[config.mk]
export PLATFORM = sky130hd
export DESIGN_NAME = snoop_packer
export DESIGN_NICKNAME = d
export VERILOG_FILES = /design/src/rtl/snoop_packer_pkg.sv /design/src/rtl/snoop_word_accum.sv /design/src/rtl/snoop_packer.sv
export SDC_FILE = /design/constraint.sdc
export NUM_CORES = 1
export LEC_CHECK = 0
export CORE_AREA = 5 5 126 176
export DETAILED_ROUTE_END_ITERATION = 6
export DIE_AREA = 0 0 131 181
export SYNTH_ARGS = -nofsm -noshare
export SYNTH_HDL_FRONTEND = slang
export SYNTH_SLANG_ARGS = --single-unit
[constraint.sdc]
create_clock -name clk -period 6.5 [get_ports clk]
set_input_delay 1.625 -clock clk [delete_from_list [all_inputs] [get_ports clk]]
set_output_delay 1.625 -clock clk [all_outputs]
set_load 0.1 [all_outputs]
[src/rtl/snoop_packer_pkg.sv]
// Shared definitions for the snooper write-side adapter: state encodings and
// byte-enable helpers for MSB-first 32-bit beats.
package snoop_packer_pkg;

    localparam logic [1:0] SNP_IDLE   = 2'd0;
    localparam logic [1:0] SNP_STREAM = 2'd1;
    localparam logic [1:0] SNP_FLUSH  = 2'd2;
    localparam logic [1:0] SNP_DONE   = 2'd3;

    function automatic logic [2:0] keep_bytes(input logic [3:0] keep);
        return {2'b00, keep[3]} + {2'b00, keep[2]} + {2'b00, keep[1]} + {2'b00, keep[0]};
    endfunction

    function automatic logic [31:0] keep_mask(input logic [3:0] keep);
        return {{8{keep[3]}}, {8{keep[2]}}, {8{keep[1]}}, {8{keep[0]}}};
    endfunction

endpackage

[src/rtl/snoop_word_accum.sv]
// Packs 32-bit beats MSB-first into DATA_WIDTH-bit words; flags a word as ready
// when full or when the last beat leaves bytes pending.
module snoop_word_accum
    import snoop_packer_pkg::*;
#(
    parameter int DATA_WIDTH = 64
) (
    input  logic                  clk,
    input  logic                  rst,
    input  logic                  clear,
    input  logic                  beat_vld,
    input  logic [31:0]           beat_data,
    input  logic [3:0]            beat_keep,
    input  logic                  beat_last,
    output logic [DATA_WIDTH-1:0] word,
    output logic                  word_rdy
);

    localparam int BEATS = DATA_WIDTH / 32;
    localparam int IDX_W = (BEATS > 1) ? $clog2(BEATS) : 1;
    localparam logic [IDX_W-1:0] LAST_IDX = IDX_W'(BEATS - 1);

    logic [DATA_WIDTH-1:0] acc;
    logic [IDX_W-1:0]      idx;
    logic [3:0]            eff_keep;
    logic [31:0]           masked;

    assign eff_keep = beat_last ? beat_keep : 4'hF;
    assign masked   = beat_data & keep_mask(eff_keep);

    // Slot-indexed placement is equivalent to an MSB-first shift, since only the
    // final beat may be partial and trailing slots stay zero.
    always_comb begin
        word = acc;
        for (int unsigned i = 0; i < BEATS; i++) begin
            if (idx == IDX_W'(i))
                word[DATA_WIDTH-1-32*i -: 32] = masked;
        end
    end

    assign word_rdy = beat_vld &&
                      ((idx == LAST_IDX) || (beat_last && ((idx != '0) || (|beat_keep))));

    always_ff @(posedge clk) begin
        if (rst || clear) begin
            acc <= '0;
            idx <= '0;
        end else if (beat_vld) begin
            if (word_rdy || beat_last) begin
                acc <= '0;
                idx <= '0;
            end else begin
                acc <= word;
                idx <= idx + 1'b1;
            end
        end
    end

endmodule

[src/rtl/snoop_packer.sv]
// Write-side adapter: claims a ping-pong buffer, packs the snooped byte stream into
// memory words at sequential addresses, and reports the stored packet length.
module snoop_packer
    import snoop_packer_pkg::*;
#(
    parameter int BYTE_ADDR_WIDTH = 12,
    parameter int ADDR_WIDTH      = 9,
    parameter int DATA_WIDTH      = 2 ** (BYTE_ADDR_WIDTH - ADDR_WIDTH) * 8,
    parameter int PLEN_WIDTH      = 32
) (
    input  logic                  clk,
    input  logic                  rst,
    input  logic [31:0]           sn_data,
    input  logic                  sn_vld,
    input  logic                  sn_last,
    input  logic [3:0]            sn_keep,
    output logic                  sn_rdy,
    input  logic                  rdy_for_sn,
    output logic                  rdy_for_sn_ack,
    output logic                  done,
    input  logic                  done_ack,
    output logic                  wr_en,
    output logic [ADDR_WIDTH-1:0] wr_addr,
    output logic [DATA_WIDTH-1:0] wr_data,
    output logic [PLEN_WIDTH-1:0] byte_len
);

    localparam logic [PLEN_WIDTH-1:0] CAP = PLEN_WIDTH'(1) << BYTE_ADDR_WIDTH;

    logic [1:0]            state;
    logic [ADDR_WIDTH-1:0] addr;
    logic                  full;
    logic                  accept;
    logic [3:0]            eff_keep;
    logic [PLEN_WIDTH-1:0] len_sum;
    logic [PLEN_WIDTH-1:0] len_nxt;
    logic [DATA_WIDTH-1:0] word;
    logic                  word_rdy;

    assign sn_rdy         = (state == SNP_STREAM);
    assign done           = (state == SNP_DONE);
    assign rdy_for_sn_ack = !rst && (state == SNP_IDLE) && rdy_for_sn;
    assign accept         = sn_vld && sn_rdy;
    assign eff_keep       = sn_last ? sn_keep : 4'hF;

    always_comb begin
        len_sum = byte_len + PLEN_WIDTH'(keep_bytes(eff_keep));
        len_nxt = (len_sum > CAP) ? CAP : len_sum;
    end

    snoop_word_accum #(
        .DATA_WIDTH (DATA_WIDTH)
    ) u_accum (
        .clk       (clk),
        .rst       (rst),
        .clear     (rdy_for_sn_ack),
        .beat_vld  (accept),
        .beat_data (sn_data),
        .beat_keep (sn_keep),
        .beat_last (sn_last),
        .word      (word),
        .word_rdy  (word_rdy)
    );

    // Once the top word address has been written the buffer is full: later
    // words are dropped and the address register holds rather than wrapping.
    always_ff @(posedge clk) begin
        if (rst) begin
            state    <= SNP_IDLE;
            addr     <= '0;
            full     <= 1'b0;
            byte_len <= '0;
            wr_en    <= 1'b0;
            wr_addr  <= '0;
            wr_data  <= '0;
        end else begin
            wr_en <= 1'b0;
            case (state)
                SNP_IDLE: begin
                    if (rdy_for_sn_ack) begin
                        state    <= SNP_STREAM;
                        addr     <= '0;
                        full     <= 1'b0;
                        byte_len <= '0;
                    end
                end
                SNP_STREAM: begin
                    if (accept) begin
                        byte_len <= len_nxt;
                        if (word_rdy && !full) begin
                            wr_en   <= 1'b1;
                            wr_addr <= addr;
                            wr_data <= word;
                            if (addr == '1)
                                full <= 1'b1;
                            else
                                addr <= addr + 1'b1;
                        end
                        if (sn_last)
                            state <= SNP_FLUSH;
                    end
                end
                SNP_FLUSH: state <= SNP_DONE;
                SNP_DONE: begin
                    if (done_ack)
                        state <= SNP_IDLE;
                end
                default: state <= SNP_IDLE;
            endcase
        end
    end

endmodule

# ---- Word-level counts from Yosys, hierarchy flattened
# Cells that the tools add are included.
dict set report word_totals {
  out_inout_bits 109
  reg_bits 183
  elab_cells 76
  in_bits 42
}
dict set report op_classes {
  bitwise 3
  mux 25
  n_reduce_logical 21
  n_lt_le_gt_ge 1
  eq_ne 11
  n_addsub 6
}
# op n
set op_table {}
lappend op_table {{$mux W32} 5}
lappend op_table {{$mux W64} 1}
lappend op_table {{$pmux W32 S2} 1}
lappend op_table {{$mux W9} 4}
lappend op_table {{$add A32 B3 Y32} 1}
lappend op_table {{$and A32 B32 Y32} 1}
lappend op_table {{$gt A32 B13 Y1 const B} 1}
lappend op_table {{$pmux W9 S2} 1}
lappend op_table {{$ne A2 B1 Y1 const B} 5}
lappend op_table {{$reduce_and A5 Y1} 2}
lappend op_table {{$add A9 B1 Y9 const B} 1}
lappend op_table {{$eq A9 B9 Y1 const B} 1}
lappend op_table {{$mux W2} 4}
lappend op_table {{$pmux W2 S4} 1}
lappend op_table {{$logic_and A1 B1 Y1} 6}
lappend op_table {{$mux W1} 6}
lappend op_table {{$reduce_and A3 Y1} 2}
lappend op_table {{$eq A2 B2 Y1 const B} 2}
lappend op_table {{$logic_or A1 B1 Y1} 4}
lappend op_table {{$mux W4} 1}
lappend op_table {{$ne A2 B2 Y1 const B} 2}
lappend op_table {{$reduce_and A4 Y1} 1}
lappend op_table {{$reduce_or A4 Y1} 1}
lappend op_table {{$add A2 B1 Y3} 1}
lappend op_table {{10 further kinds} 12}

# ---- Longest topological paths before layout
# Gate-level depths: netlist of the first run.
dict set report logic_depth {
  depth_word 9
  mapped_depth 18
  depth_no_buf 14
}

# ---- Hierarchy
# From an unflattened synthesis of the first run, not the netlist that was laid out.
dict set report hier_totals {
  hier_cells 1003
  area_unflattened_um2 8486.9
}
# mod area_per_inst_um2 seq_area_each_um2 instances cells_per_inst
set by_module_without_submodules {}
lappend by_module_without_submodules {snoop_packer 5163.7 2362.3 1 656}
lappend by_module_without_submodules {snoop_word_accum 3323.2 1301.2 1 347}

# ---- Least setup slack after synthesis of the first run
# Ideal clock, no wire load.
dict set report synth_path {
  kind {in2reg}
  startpoint {in sn_keep[2]}
  endpoint {reg byte_len[4]}
  t_arrival_ps 5226
  t_required_ps 6425
  path_stages 16
  path_slack_ps 1199
  cell_sequence {nand2b_1 > clkbuf_1 > clkbuf_1 > inv_1 > fa_1 > inv_1 > fa_1 > fa_1 > or4_1 > o21ai_0 > a22o_2 > nand4_2 > a221oi_4 > buf_6 > a41oi_1 > o22ai_1}
}
dict set report synth_between {
  elab_chain_cells 9
}
# item line
set synth_lines {}
lappend synth_lines {{start: declaration} snoop_packer.sv:16} ;# input logic [3:0] sn_keep,
lappend synth_lines {{$mux W4 *} snoop_packer.sv:44} ;# assign eff_keep = sn_last ? sn_keep : 4'hF;
lappend synth_lines {{$add A1 B1 Y2 *} snoop_packer_pkg.sv:11} ;# return {2'b00, keep[3]} + {2'b00, keep[2]} + {2'b00, keep[1]} + {2'b00, keep[0]};
lappend synth_lines {{$add A2 B1 Y3 *} snoop_packer_pkg.sv:11}
lappend synth_lines {{$add A3 B1 Y3 *} snoop_packer_pkg.sv:11}
lappend synth_lines {{$add A32 B3 Y32 *} snoop_packer.sv:47} ;# len_sum = byte_len + PLEN_WIDTH'(keep_bytes(eff_keep));
lappend synth_lines {{$gt A32 B13 Y1} snoop_packer.sv:48} ;# len_nxt = (len_sum > CAP) ? CAP : len_sum;
lappend synth_lines {{$mux W32 *} snoop_packer.sv:48}
lappend synth_lines {{$mux W32 *} snoop_packer.sv:88} ;# if (accept) begin
lappend synth_lines {{$pmux W32 S2 *} snoop_packer.sv:78} ;# case (state)
lappend synth_lines {{end signal: assignment} snoop_packer.sv:89} ;# byte_len <= len_nxt;
lappend synth_lines {{end: declaration} snoop_packer.sv:25} ;# output logic [PLEN_WIDTH-1:0] byte_len
# Mark *: on every way between the ends. The rest lies on a longest branch, timed or not. The select of a mux whose other input is x is not followed.
# A chain may end at the register's enable or synchronous reset.

# ---- Final worst setup path of the first run
dict set report layout_path {
  startpoint {in sn_last}
  endpoint {reg byte_len[11]}
}
dict set report layout_between {
  elab_chain_cells 9
}
# item line
set layout_lines {}
lappend layout_lines {{start: declaration} snoop_packer.sv:15} ;# input logic sn_last,
lappend layout_lines {{$mux W4 *} snoop_packer.sv:44}
lappend layout_lines {{$add A1 B1 Y2} snoop_packer_pkg.sv:11}
lappend layout_lines {{$add A2 B1 Y3} snoop_packer_pkg.sv:11}
lappend layout_lines {{$add A3 B1 Y3 *} snoop_packer_pkg.sv:11}
lappend layout_lines {{$add A32 B3 Y32 *} snoop_packer.sv:47}
lappend layout_lines {{$gt A32 B13 Y1} snoop_packer.sv:48}
lappend layout_lines {{$mux W32 *} snoop_packer.sv:48}
lappend layout_lines {{$mux W32 *} snoop_packer.sv:88}
lappend layout_lines {{$pmux W32 S2 *} snoop_packer.sv:78}
# Marks and branches as above.

==> flow_summary.yaml, run 1 <==
run_status:
  status: "complete, no violations"
min_path:
  holdCritPathClass: "register to register"
placed_design:
  placement.io_buffers: 150
  gp_congestion: 0.8359
  placed_cells_incl_taps: 1287
  detailedPlace.worstSlack_ns: 0.4804
  post-dp-hpwl_mm: 15.13
sta:
  max_slew_margin_pct: 30.32
  grt_setup_unrepaired: "no"
  timing_max_transition_violations_final: 0
  final-hold-violation-count: 0
  fin_tns_setup_ns: 0
  post-route-min-period_ns: 5.608
  final_setup_violation_count: 0
  period_share_pct: 86.28
  fmax_mhz: 178.3
  worst-slew-pin-transition_ns: 1.042
  post-route-worst-setup-slack_ns: 0.8919
  finalClockSkew_ns: 0.01447
cts:
  cts.htree.levels: 4
  clock_insertion_delay_worst_skew_ns: 0.43
  cts_num_sinks: 183
  clockRootBuffer: "sky130_fd_sc_hd__clkbuf_16"
  cts_max_path_buffers: 2
  cts-buffers-inserted: 17
  post_cts_resized: 0
  cts.clk_slew.worst_paths_ns: 0.07
  cts_hold_repair.buffers: 0
  tritoncts: "built"
  cts.repair_timing.setup_buffer_count: 0
power_and_ir_drop:
  pwr-share-clk_pct: 29.6
  worst_ir_drop_vdd_v: 0.0002060
  leakagePower_nw: 3.615
  seq_power_share_pct: 36.8
  internal_power_summed_over_all_cells_mw: 1.993
  power.share.switching_pct: 41.43
  combPwrFrac_pct: 33.6
  pwr_density_cell_mw_per_mm2: 334.4
  totalPowerFinal_mw: 3.402
  total_switching_power_mw: 1.409
grt:
  globalRouteTotalUtil_pct: 19.31
  number_of_antenna_violations_at_the_first_check_in_global_routing: 0
  grt_start_max_net_pins: 87
  vias_in_the_first_global_route: 6865
  grt_overflow: 0
  grt_pass1_wl_mm: 36.76
synth:
  synth-seq-area-share_pct: 45.69
  synth_warnings: 0
  synth_cell_types: 62
  synth.largest_area_cell: "sky130_fd_sc_hd__dfxtp_1"
  synth-async-reset-ratio_pct: 0
  syn-mean-instance-area_um2: 8.513
  yosysTopAreaCellShare_pct: 45.69
  synthesis.nets: 994
  netlist_instances: 942
  netlist_area_mm2: 0.008019
  synth-main-ff-cell: "sky130_fd_sc_hd__dfxtp_1"
  synth.top_cells.by_area: "sky130_fd_sc_hd__dfxtp_1 (46%), sky130_fd_sc_hd__nor2_1 (5.9%), sky130_fd_sc_hd__nand2_1 (5.3%)"
  postSynthRegisterBits: 183
  synth_enable_flop_cells: 0
flow_run:
  drv.max_cap_violation_count: 0
final_layout:
  antenna-diode-count: 0
  layout-area-overhead-vs-synth_pct: 26.88
  finalNetCount: 1102
  drive_gt1_share_pct: 7.244
  finalNonFillerCells: 1319
floorplan:
  top_level_ports: 151
  fp.coreArea_mm2: 0.02032
  die_footprint_mm2: 0.02371
  die-width_um: 131
  die_h_um: 181
  initial_core_util_pct: 39.45
  placement_rows: 62
drt:
  viasPerCell: 5.422
  remaining_drc_errors: 0
  drt_iter0_markers: 489
  number_of_detailed_route_iterations_in_the_first_pass: 5
  via_count: 7152
  antenna_left: 0
  routed_wirelength_mm: 22.78
  detail_route.wl_per_cell_um: 17.27
worst_setup_path:
  largest_driver_fanout_on_the_critical_path: 16
  setup.worst_path.end_class: "register"
  startpoint_type: "input port"
  critPathArrivalTime_ns: 5.96
  criticalPathCategory: "input port to register"
  cp_data_required_time_ns: 6.86
[worst max-delay path, cell delays in order]
cell	delay (ns)
sky130_fd_sc_hd__clkdlybuf4s50_1	0.55
sky130_fd_sc_hd__nand2b_1	0.16
sky130_fd_sc_hd__inv_1	0.06
sky130_fd_sc_hd__fa_1	0.50
sky130_fd_sc_hd__inv_1	0.05
sky130_fd_sc_hd__fa_1	0.51
sky130_fd_sc_hd__fa_1	0.55
sky130_fd_sc_hd__nand3_2	0.18
sky130_fd_sc_hd__nor2_2	0.11
sky130_fd_sc_hd__a311oi_1	0.23
sky130_fd_sc_hd__a31oi_1	0.06
sky130_fd_sc_hd__nor4_1	0.27
sky130_fd_sc_hd__and4b_1	0.64
sky130_fd_sc_hd__nand3_2	0.27
sky130_fd_sc_hd__o21ai_1	0.20
[layout make-up]
type,instances,area (um^2)
clock buffer,18,439.2
timing repair buffer,163,1594
fill,1950,10150
tap,256,320.3
clock inverter,14,136.4
inverter,15,56.30
sequential,183,3667
multi-input combinational,670,3961
[flip-flops by register name (all words and copies together), names as in the netlist]
name         flops
full             1
u_accum.acc     64
state            2
addr             9
u_accum.idx      1
byte_len        32
wr_addr          9
wr_en            1
wr_data         64
[synthesized netlist by cell type (5+ instances only)]
library cell / number
sky130_fd_sc_hd__xnor2_1: 11
sky130_fd_sc_hd__a21oi_1: 15
sky130_fd_sc_hd__o21ai_1: 9
sky130_fd_sc_hd__ha_1: 7
sky130_fd_sc_hd__nand4_1: 12
sky130_fd_sc_hd__and3_1: 27
sky130_fd_sc_hd__nand3_1: 16
sky130_fd_sc_hd__a211oi_1: 5
sky130_fd_sc_hd__o211ai_1: 33
sky130_fd_sc_hd__nor3_1: 44
sky130_fd_sc_hd__buf_1: 5
sky130_fd_sc_hd__nand2_1: 114
sky130_fd_sc_hd__and2_1: 34
sky130_fd_sc_hd__dfxtp_1: 183
sky130_fd_sc_hd__nor2_1: 126
sky130_fd_sc_hd__a31oi_1: 6
sky130_fd_sc_hd__a22oi_1: 34
sky130_fd_sc_hd__nor2b_1: 32
sky130_fd_sc_hd__xor2_1: 6
sky130_fd_sc_hd__nor4_1: 5
sky130_fd_sc_hd__a311oi_1: 34
sky130_fd_sc_hd__clkbuf_1: 55
sky130_fd_sc_hd__inv_1: 15
sky130_fd_sc_hd__buf_6: 7
sky130_fd_sc_hd__o21ai_0: 34
[cells by family after synthesis]
| family | after synthesis | synth area share (%) |
|---|---|---|
| xor gates and xnor gates | 17 | 1.857 |
| adders and majority gates | 10 | 1.841 |
| AOI/OAI and AO/OA | 196 | 17.73 |
| muxes | 4 | 0.5149 |
| buffers and inverters | 89 | 5.180 |
| DFF | 183 | 45.69 |
| and+or+nand+nor | 443 | 27.20 |
[metrics by stage]
stage / instance area, um^2 / utilization (%) / hold WS (ns)
final: 10170 / 50.06 / 0.4519
after CTS: 10170 / 50.06 / 0.4560
after global routing: 10170 / 50.06 / 0.4700
after global placement: 9599 / 47.23 / 0.4338
after floorplan: 8019 / - / 0.4214
after detailed placement: 9599 / 47.23 / 0.4362
[power by group through the flow]
stage	clock network [mW]	registers [mW]	logic (mW)
3_5_place_dp	0	1.28	1.15
2_1_floorplan	0	1.67	0.454
5_1_grt	1.08	1.26	1.22
3_3_place_gp	0	1.28	1.15
4_1_cts	1.04	1.25	1.15
6_report	1.01	1.25	1.14
[final timing paths]
check | startpoint | to | slack, ns | cells after the start
setup reg to reg | byte_len[0] | byte_len[11] | 2.27 | 13
hold / removal | u_accum.acc[3] | u_accum.acc[3] | 0.45 | 1
hold reg to reg | u_accum.acc[3] | u_accum.acc[3] | 0.45 | 1
setup / recovery | sn_last | byte_len[11] | 0.89 | 15
[layer usage]
layer	up-vias	global-route usage (%)	wire length [um]
met1	3395	25.37	10210
li1	3541	-	-
met4	0	5.311	348
met5	-	0	0
met3	23	4.845	1334
met2	193	31.29	10890
[layout by cell type (no fill, tap or decap), drive strengths merged, types with 4 or more instances in the layout]
| master | Yosys | layout |
|---|---|---|
| clkbuf | 57 | 18 |
| and3 | 27 | 27 |
| xor2 | 6 | 6 |
| buf | 17 | 15 |
| dfxtp | 183 | 183 |
| clkinv | 0 | 4 |
| xnor2 | 11 | 11 |
| and2 | 36 | 36 |
| nor2b | 32 | 32 |
| nand3 | 19 | 19 |
| nand2 | 114 | 114 |
| o211ai | 33 | 33 |
| nor3 | 47 | 47 |
| a31oi | 6 | 6 |
| nor2 | 130 | 130 |
| or3 | 4 | 4 |
| nor4 | 7 | 7 |
| a311oi | 34 | 34 |
| a21oi | 16 | 16 |
| inv | 15 | 22 |
| o21ai | 43 | 43 |
| a22oi | 34 | 34 |
| nand4 | 15 | 15 |
| a32oi | 4 | 4 |
| clkdlybuf4s50 | 0 | 148 |
| nand2b | 4 | 4 |
| ha | 7 | 7 |
| a211oi | 5 | 5 |
No activity file was read; power rests on OpenSTA's default activity.
==> inputs of run 2 (changes only) <==
Settings changed: SETUP_SLACK_MARGIN from default to 0.5.
==> results of run 2 <==
Same layout as run 1: the final DEF is identical, and so are final timing and power.
==> inputs of run 3 (changes only) <==
Settings changed: PLACE_DENSITY from default to 0.66.
Clock period 6.5 ns to 5 ns, I/O delays scaled along.
==> run 3 against run 2 <==
Net effect:
- count of clock-buffer cells in the layout down 1
- setup slack got worse by 0.31 ns
- largest power group unchanged
- critical path depth is the same
- final area increased by 2.5%
- power grew 34%
- non-clock buffer count up 12
- final cell count is 0.91% higher
- core utilization up 1.3 points
- routed wire length increased by 1.2%
- sequential share of layout area down 0.88 points
- register-to-register slack got worse by 0.96 ns
- sequential power is 30% higher
==> flow_summary.yaml, run 3 (synthesis gave the netlist of run 1 again) <==
placed_design:
  placement.io_buffers: 150
  placed_cells_incl_taps: 1294
  post-dp-hpwl_mm: 15.29
  gp_congestion: 0.8826
sta:
  grt_setup_unrepaired: "no"
  worst-slew-pin-transition_ns: 1.034
  worst_hold_slack_ns: 0.4505
  final-hold-violation-count: 0
  post-route-min-period_ns: 4.418
  final_setup_violation_count: 0
  finalClockSkew_ns: 0.01163
  fin_tns_setup_ns: 0
  period_share_pct: 88.37
  fmax_mhz: 226.3
  max_slew_margin_pct: 30.86
  timing_max_transition_violations_final: 0
drt:
  viasPerCell: 5.494
  drt_iter0_markers: 413
  antenna_left: 0
  via_count: 7312
  remaining_drc_errors: 0
  number_of_detailed_route_iterations_in_the_first_pass: 5
  detail_route.wl_per_cell_um: 17.32
  routed_wirelength_mm: 23.05
power_and_ir_drop:
  worst_ir_drop_vdd_v: 0.0002595
  leakagePower_nw: 3.755
  totalPowerFinal_mw: 4.549
  pwr_density_cell_mw_per_mm2: 436.2
cts:
  tritoncts: "built"
  clock_insertion_delay_worst_skew_ns: 0.43
  cts-buffers-inserted: 17
  cts.clk_slew.worst_paths_ns: 0.07
  clockRootBuffer: "sky130_fd_sc_hd__clkbuf_16"
  cts_num_sinks: 183
  cts_max_path_buffers: 2
  cts.htree.levels: 4
run_status:
  status: "complete, no violations"
floorplan:
  initial_core_util_pct: 39.45
  top_level_ports: 151
  fp.coreArea_mm2: 0.02032
  die_h_um: 181
  die-width_um: 131
  placement_rows: 62
  die_footprint_mm2: 0.02371
min_path:
  holdCritPathClass: "register to register"
grt:
  grt_overflow: 0
  vias_in_the_first_global_route: 6936
  grt_start_max_net_pins: 90
  globalRouteTotalUtil_pct: 18.91
  number_of_antenna_violations_at_the_first_check_in_global_routing: 0
  grt_pass1_wl_mm: 36.25
worst_setup_path:
  library_cell_contributing_the_largest_single_delay_on_the_critical_path: "sky130_fd_sc_hd__fa_1"
  startpoint_type: "input port"
  largest_driver_fanout_on_the_critical_path: 6
  cp_data_required_time_ns: 5.34
  critPathTopFamily: "adder cells"
  critical_path.n_buffers_inverters: 4
  setup.worst_path.end_class: "register"
  criticalPathCategory: "input port to register"
  cpPeakStageDelay_ns: 0.49
  worstPathCellList: "dlygate4sd2_1 -> nand2b_4 -> inv_1 -> fa_1 -> inv_1 -> fa_2 -> fa_2 -> or4_1 -> o21ai_1 -> a22o_2 -> nand4_4 -> a221oi_4 -> buf_12 -> a41oi_1 -> o22ai_1"
  critPathArrivalTime_ns: 4.76
final_layout:
  layout-area-overhead-vs-synth_pct: 30.07
  final_core_occ_pct: 51.32
  finalNonFillerCells: 1331
  multi_input_comb_area_mm2: 0.004030
  sequential_cell_area_mm2: 0.003667
  mostFrequentLayoutCell: "sky130_fd_sc_hd__dfxtp_1"
  finalNetCount: 1114
  largest_regs: "u_accum.acc: 64 flops, wr_data: 64 flops, byte_len: 32 flops"
  filler_cell_count: 1942
  final_cell_mix: "sky130_fd_sc_hd__dfxtp_1 (182), sky130_fd_sc_hd__clkdlybuf4s50_1 (145), sky130_fd_sc_hd__nor2_1 (125), sky130_fd_sc_hd__nand2_1 (114), sky130_fd_sc_hd__nor3_1 (43)"
  antenna-diode-count: 0
  drive_gt1_share_pct: 9.209
flow_run:
  drv.max_cap_violation_count: 0
run 3: changes by cell type in the layout (fill, tap and decap cells not counted), moves of 3 or more:
cell,before,now
sky130_fd_sc_hd__buf_4,15,23
sky130_fd_sc_hd__clkdlybuf4s50_1,148,145
sky130_fd_sc_hd__clkinv_4,3,0
sky130_fd_sc_hd__o21ai_2,0,5
sky130_fd_sc_hd__inv_6,3,6
sky130_fd_sc_hd__o21ai_1,9,5
sky130_fd_sc_hd__buf_12,0,3
run 3: final cells by class:
cell class | count | area share (%)
clock buffers | 17 | 4.079
clock inverters | 15 | 1.799
inverters | 15 | 0.5398
multi-input cells | 670 | 38.64
flip-flops and latches | 183 | 35.16
well taps | 256 | 3.071
repair buffers | 175 | 16.71
run 3: where the power goes:
group | leakage, nW | internal (mW) | switching (mW)
Sequential | 1.48 | 1.55 | 0.0741
Combinational | 1.98 | 0.392 | 1.14
Clock | 0.295 | 0.762 | 0.627
run 3: final timing paths:
path | to | cells after the start | start | slack (ns)
worst max-delay path | byte_len[4] | 15 | sn_last | 0.58
worst min-delay path | u_accum.acc[31] | 1 | u_accum.acc[31] | 0.45
worst max register to register | byte_len[4] | 13 | byte_len[0] | 1.31
worst min register to register | u_accum.acc[31] | 1 | u_accum.acc[31] | 0.45
run 3: metal layers:
metal / global-route usage [%] / up-vias / routed length (um)
met1: 24.10 / 3487 / 9867
met5: 0 / - / 0
met3: 3.988 / 29 / 1362
li1: - / 3554 / -
met4: 5.887 / 0 / 428
met2: 31.65 / 242 / 11390
run 3: timing repair:
item / 4_1_cts / 5_1_grt
cloned: 0 / 1
gates resized for setup: 4 / 11
hold buffers: 0 / 0
buffers inserted: 2 / 2
pin swaps: 5 / 10
endpoints found under the setup margin: 7 / 13
run 3: worst register-to-register path, cell delays in order (launching register included):
cell and delay [ns]:
sky130_fd_sc_hd__dfxtp_1 0.41, sky130_fd_sc_hd__inv_1 0.11, sky130_fd_sc_hd__fa_1 0.54, sky130_fd_sc_hd__inv_1 0.05
sky130_fd_sc_hd__fa_2 0.38, sky130_fd_sc_hd__fa_2 0.39, sky130_fd_sc_hd__or4_1 0.48, sky130_fd_sc_hd__o21ai_1 0.10
sky130_fd_sc_hd__a22o_2 0.18, sky130_fd_sc_hd__nand4_4 0.10, sky130_fd_sc_hd__a221oi_4 0.41, sky130_fd_sc_hd__buf_12 0.17
sky130_fd_sc_hd__a41oi_1 0.12, sky130_fd_sc_hd__o22ai_1 0.18
run 3: metrics by stage:
step	setup WS (ns)	area, um^2
global route	0.5107	10430
CTS	0.5030	10340
global placement	0.08268	9694
detailed placement	0.008009	9694
finish	0.5815	10430
floorplan	0.4823	8049
